$ cat src/rtl/info_regs_streamer_if.sv
// Stream and register-input bundle for info_regs_streamer.
// The master modport is the streamer; the slave modport is the register source and byte sink.
`timescale 1ns/1ps
interface info_regs_streamer_if;
    logic [31:0] majVerIn;
    logic [31:0] minVerIn;
    logic [31:0] gitHashIn;
    logic        reqIn;
    logic        busyOut;
    logic [7:0]  byteOut;
    logic        validOut;
    logic        readyIn;
    logic        doneOut;

    modport master (
        input  majVerIn, minVerIn, gitHashIn, reqIn, readyIn,
        output busyOut, byteOut, validOut, doneOut
    );

    modport slave (
        output majVerIn, minVerIn, gitHashIn, reqIn, readyIn,
        input  busyOut, byteOut, validOut, doneOut
    );
endinterface

$ cat src/rtl/info_regs_streamer.sv
// Serializes major/minor version and git hash into a framed valid/ready byte stream.
// Define INFO_STREAM_CSUM_EN to append an 8-bit modular-sum checksum byte to each frame.
`timescale 1ns/1ps
module info_regs_streamer (
    input  logic                 clkIn,
    input  logic                 rstNegIn,
    info_regs_streamer_if.master bus
);
    localparam logic [7:0] SYNC_BYTE    = 8'hA5;
    localparam int         REG_WIDTH    = 32;
    localparam int         SNAP_WIDTH   = 3 * REG_WIDTH;
    localparam logic [3:0] LAST_PAYLOAD = 4'd11;

`ifdef INFO_STREAM_CSUM_EN
    typedef enum logic [1:0] {IDLE, SYNC, PAYLOAD, CSUM} state_t;
`else
    typedef enum logic [1:0] {IDLE, SYNC, PAYLOAD} state_t;
`endif

    state_t                  state_reg;
    logic [SNAP_WIDTH-1:0]   shift_reg;
    logic [3:0]              cnt_reg;
    logic [7:0]              byte_reg;
    logic                    valid_reg;
    logic                    busy_reg;
    logic                    done_reg;
`ifdef INFO_STREAM_CSUM_EN
    logic [7:0]              acc_reg;
`endif

    always_ff @(posedge clkIn or negedge rstNegIn) begin
        if (!rstNegIn) begin
            state_reg <= IDLE;
            shift_reg <= '0;
            cnt_reg   <= '0;
            byte_reg  <= 8'h00;
            valid_reg <= 1'b0;
            busy_reg  <= 1'b0;
            done_reg  <= 1'b0;
`ifdef INFO_STREAM_CSUM_EN
            acc_reg   <= 8'h00;
`endif
        end else begin
            done_reg <= 1'b0;
            case (state_reg)
                IDLE: begin
                    if (bus.reqIn) begin
                        // Snapshot all three registers at once so the frame is coherent.
                        shift_reg <= {bus.majVerIn, bus.minVerIn, bus.gitHashIn};
                        cnt_reg   <= '0;
`ifdef INFO_STREAM_CSUM_EN
                        acc_reg   <= 8'h00;
`endif
                        byte_reg  <= SYNC_BYTE;
                        valid_reg <= 1'b1;
                        busy_reg  <= 1'b1;
                        state_reg <= SYNC;
                    end
                end
                SYNC: begin
                    if (bus.readyIn) begin
                        byte_reg  <= shift_reg[SNAP_WIDTH-1 -: 8];
                        shift_reg <= shift_reg << 8;
                        state_reg <= PAYLOAD;
                    end
                end
                PAYLOAD: begin
                    if (bus.readyIn) begin
                        cnt_reg <= cnt_reg + 4'd1;
`ifdef INFO_STREAM_CSUM_EN
                        acc_reg <= acc_reg + byte_reg;
`endif
                        if (cnt_reg == LAST_PAYLOAD) begin
`ifdef INFO_STREAM_CSUM_EN
                            // Include the byte leaving on this beat in the checksum.
                            byte_reg  <= acc_reg + byte_reg;
                            state_reg <= CSUM;
`else
                            byte_reg  <= 8'h00;
                            valid_reg <= 1'b0;
                            busy_reg  <= 1'b0;
                            done_reg  <= 1'b1;
                            state_reg <= IDLE;
`endif
                        end else begin
                            byte_reg  <= shift_reg[SNAP_WIDTH-1 -: 8];
                            shift_reg <= shift_reg << 8;
                        end
                    end
                end
`ifdef INFO_STREAM_CSUM_EN
                CSUM: begin
                    if (bus.readyIn) begin
                        byte_reg  <= 8'h00;
                        valid_reg <= 1'b0;
                        busy_reg  <= 1'b0;
                        done_reg  <= 1'b1;
                        state_reg <= IDLE;
                    end
                end
`endif
                default: begin
                    state_reg <= IDLE;
                    valid_reg <= 1'b0;
                    busy_reg  <= 1'b0;
                    byte_reg  <= 8'h00;
                end
            endcase
        end
    end

    assign bus.busyOut  = busy_reg;
    assign bus.byteOut  = byte_reg;
    assign bus.validOut = valid_reg;
    assign bus.doneOut  = done_reg;
endmodule

$ cat src/flat_wrapper.sv
// flat-port wrapper written by rule: the top's interface ports become plain ports
module info_regs_streamer_flat 
  (clkIn, rstNegIn, bus_majVerIn, bus_minVerIn, bus_gitHashIn, bus_reqIn, bus_readyIn, bus_busyOut, bus_byteOut, bus_validOut, bus_doneOut);
  info_regs_streamer_if bus_i ();
  input  logic clkIn;
  input  logic rstNegIn;
  input wire logic [$bits(bus_i.majVerIn)-1:0] bus_majVerIn;
  input wire logic [$bits(bus_i.minVerIn)-1:0] bus_minVerIn;
  input wire logic [$bits(bus_i.gitHashIn)-1:0] bus_gitHashIn;
  input wire logic [$bits(bus_i.reqIn)-1:0] bus_reqIn;
  input wire logic [$bits(bus_i.readyIn)-1:0] bus_readyIn;
  output wire logic [$bits(bus_i.busyOut)-1:0] bus_busyOut;
  output wire logic [$bits(bus_i.byteOut)-1:0] bus_byteOut;
  output wire logic [$bits(bus_i.validOut)-1:0] bus_validOut;
  output wire logic [$bits(bus_i.doneOut)-1:0] bus_doneOut;
  assign bus_i.majVerIn = bus_majVerIn;
  assign bus_i.minVerIn = bus_minVerIn;
  assign bus_i.gitHashIn = bus_gitHashIn;
  assign bus_i.reqIn = bus_reqIn;
  assign bus_i.readyIn = bus_readyIn;
  assign bus_busyOut = bus_i.busyOut;
  assign bus_byteOut = bus_i.byteOut;
  assign bus_validOut = bus_i.validOut;
  assign bus_doneOut = bus_i.doneOut;
  info_regs_streamer u_core (.clkIn(clkIn), .rstNegIn(rstNegIn), .bus(bus_i));
endmodule
$ cat config.mk
export PLATFORM = sky130hd
export DESIGN_NAME = info_regs_streamer_flat
export DESIGN_NICKNAME = d
export VERILOG_FILES = /design/src/rtl/info_regs_streamer_if.sv /design/src/rtl/info_regs_streamer.sv /design/src/flat_wrapper.sv
export SDC_FILE = /design/constraint.sdc
export NUM_CORES = 1
export LEC_CHECK = 0
export ABC_AREA = 1
export CAP_MARGIN = 20
export CORE_ASPECT_RATIO = 1.4
export CORE_UTILIZATION = 53
export CTS_BUF_LIST = sky130_fd_sc_hd__clkbuf_4 sky130_fd_sc_hd__clkbuf_8 sky130_fd_sc_hd__clkbuf_16
export DETAILED_ROUTE_END_ITERATION = 6
export GPL_TIMING_DRIVEN = 0
export HOLD_SLACK_MARGIN = 0.06
export PLACE_DENSITY = 0.81
export RECOVER_POWER = 50
export SYNTH_ARGS = -nofsm -noshare
export SYNTH_HDL_FRONTEND = slang
export SYNTH_SLANG_ARGS = --single-unit
$ cat constraint.sdc
create_clock -name clkIn -period 2.6 [get_ports clkIn]
set_input_delay 0.52 -clock clkIn [delete_from_list [all_inputs] [get_ports clkIn]]
set_output_delay 0.52 -clock clkIn [all_outputs]
set_load 0.005 [all_outputs]
==> impl_metrics.yaml <==
outcome:
  status: "finished, final reports clean"
cts:
  cts_hold_buffers: 0
  insertion_delay_ns: 0.35
  cts.sinks: 112
  htreeDepth: 3
  cts_buffers: 9
  clock_path_buffers: 2
  ctsResizeCount: 0
  root_buffer: "clkbuf_16"
  postCtsSetupRepairBufs: 0
  clk_pin_slew_ns: 0.08
  cts_tree: "done"
route:
  drt-total-wl_um: 14700
  drt_pre_antenna_iters: 5
  first_iter_violations: 292
  wl_per_cell_um: 13.4
  m1WireLength_um: 5940
  remaining_drc_errors: 0
  via_per_inst: 5.11
  top_layer_used: "met4"
  num_vias: 5607
  wl_met3_um: 606
  met2_length_um: 7670
  drtAntennaViolNets: 0
sta:
  fin_skew_ns: 0.00742
  grt_setup_unrepaired: "no"
  whs_ns: 0.394
  setup_viol: 0
  worst_slack_ns: 0.293
  tightest_slew_ns: 1.17
  hold_violations: 0
  fmax_mhz: 434
  slew_headroom_pct: 22.1
  finalCritPeriodShare_pct: 88.7
  maxSlewViolCount: 0
  period_minus_slack_ns: 2.31
synthesis:
  synthTopCellsByArea: "dfrtp_1 (47%), nand2_1 (21%), o21ai_0 (15%), inv_1 (6.8%), clkbuf_1 (1.8%)"
  ys_types: 20
  synth_seq_cells: 112
  yosysSeqAreaShare_pct: 47.3
  yosys.area.top_type: "dfrtp_1"
  syn_inst: 829
  syn-num-nets: 935
  synth.cell_area_mm2: 0.00593
  syn_area_per_cell_um2: 7.15
  synth_top_area_share_pct: 47.3
  ys_warn_count: 0
critical_path:
  r2r_cells: 8
  cp_slowest_cell: "dfrtp_1"
  regToRegStartpoint: "u_core.state_reg[0]$_DFFE_PN0P_"
  path_class: "flop to flop"
  path_cells: "inv_1, ha_1, buf_2, buf_2, clkbuf_1, o21ai_0, nand2_1, nand2_1"
  critPathMaxStageDelay_ns: 0.43
  path_max_fanout: 10
  startpoint_type: "flop"
  crit_arrival_ns: 2.53
  reg2reg_slack_ns: 0.29
  end_kind: "flop"
  r2r_end: "u_core.shift_reg[48]$_DFFE_PN0P_"
  critical_path_required_ns: 2.83
place:
  io_buffers: 110
  hpwl_um: 10800
  pre_cts_ws_ns: 0.330
  gp_congestion: 0.879
finish:
  fillers: 938
  layout.nets: 1057
  diodes: 0
  largest_reg_flops: 96
  drive_gt1_share_pct: 4.71
  synthToLayoutAreaGrowth_pct: 27.3
power:
  p_per_area_mw_per_mm2: 1300
  finalPower_mw: 9.79
  peakVddDrop_mv: 0.586
  cellLeakagePower_nw: 3.95
floorplan:
  die-area_mm2: 0.0116
  coreArea_mm2: 0.0109
  io_pins: 111
  row_count: 45
  die_w_um: 91.4
  die_h_um: 127
  initial_utilization_pct: 54.6
worst_hold_path:
  holdCritPathClass: "input port to asynchronous set/reset pin"
grt:
  grt_pass1_vias: 5514
  antenna_found_initial: 0
  grt_pass1_wl_um: 25400
  grt_overflow: 0
  track_usage_pct: 27.4
  grt_start_max_net_pins: 66
flow_run:
  max_cap_viol_count: 0
-- routing by layer --
layer  GRT usage [%]  vias up
met3            3.15       38
met4            11.5        0
met5               0        -
met2            49.8      171
met1            32.8     2591
li1                -     2807
-- logic make-up after synthesis --
group | share of synthesized area [%]
AO/OA/AOI/OAI | 15.8
flip-flops | 47.3
adder cells (fa/ha/maj) | 1.27
XOR/XNOR | 0.148
AND/OR/NAND/NOR | 24.1
buffers and inverters | 11.4
-- layout make-up --
class | count | area (um2) | share of cell area (%)
Sequential cell | 112 | 2800 | 37.1
Multi-Input combinational cell | 556 | 2450 | 32.4
Timing Repair Buffer | 111 | 1100 | 14.6
Inverter | 108 | 405 | 5.37
Buffer | 53 | 273 | 3.61
Clock buffer | 9 | 225 | 2.98
Tap cell | 141 | 176 | 2.34
Clock inverter | 7 | 119 | 1.57
-- worst max-delay path: cells and delay by family (launching register included) --
kind / cells / cell delay [ns]
buf+inv: 4 / 0.95
flops: 1 / 0.43
fa+ha+maj: 1 / 0.38
compound gates: 1 / 0.22
simple gates: 2 / 0.20
-- power breakdown --
group / switching, mW / leakage [nW] / internal (mW)
Sequential: 0.410 / 1.42 / 2.58
Combinational: 3.39 / 2.37 / 1.82
Clock: 0.643 / 0.162 / 0.944
Total: 4.44 / 3.95 / 5.35
-- Yosys cell counts --
| master | n |
|---|---|
| o21ai_0 | 180 |
| buf_6 | 6 |
| o31ai_1 | 1 |
| inv_1 | 107 |
| nand2_1 | 324 |
| buf_1 | 1 |
| buf_4 | 3 |
| nand4_1 | 3 |
| o21ai_1 | 6 |
| dfrtp_1 | 112 |
| inv_2 | 1 |
| nand2_2 | 2 |
| ha_1 | 6 |
| xnor2_1 | 1 |
| buf_2 | 14 |
| nand3_1 | 20 |
| nand3_4 | 1 |
| nor2_1 | 11 |
| clkbuf_1 | 29 |
| nor2_8 | 1 |
-- through the flow --
| stage | util, % | setup TNS [ns] | cells | area (um2) |
|---|---|---|---|---|
| after floorplan | - | 0 | 829 | 5930 |
| after global placement | 66.3 | -368.33 | 1080 | 7210 |
| after detailed placement | 66.6 | 0 | 1081 | 7230 |
| after CTS | 69.7 | 0 | 1097 | 7580 |
| after global routing | 69.5 | 0 | 1097 | 7550 |
| final | 69.5 | 0 | 1097 | 7550 |
-- cells in the final DEF, fill, tap and decap left out, types with 2 or more instances in the layout --
cell             count
buf_2               14
buf_4                3
buf_6                6
bufinv_16            3
clkbuf_1            29
clkbuf_16            9
clkdlybuf4s50_1    108
clkinvlp_4           2
dfrtp_1            112
ha_1                 6
inv_1              107
nand2_1            325
nand3_1             20
nand4_1              3
nor2_1              11
o21ai_0            180
o21ai_1              6
-- worst max-delay path by stage --
stage | start | to | slack (ns)
2_1_floorplan | u_core.state_reg[0]$_DFFE_PN0P_ | u_core.shift_reg[43]$_DFFE_PN0P_ | 0.90
3_3_place_gp | rstNegIn | u_core.shift_reg[31]$_DFFE_PN0P_ | -3.30
3_5_place_dp | u_core.state_reg[0]$_DFFE_PN0P_ | u_core.shift_reg[48]$_DFFE_PN0P_ | 0.33
4_1_cts | u_core.state_reg[0]$_DFFE_PN0P_ | u_core.shift_reg[48]$_DFFE_PN0P_ | 0.31
5_1_grt | u_core.state_reg[0]$_DFFE_PN0P_ | u_core.shift_reg[47]$_DFFE_PN0P_ | 0.18
6_report | u_core.state_reg[0]$_DFFE_PN0P_ | u_core.shift_reg[48]$_DFFE_PN0P_ | 0.29
Power figures use the tool's default switching activity.
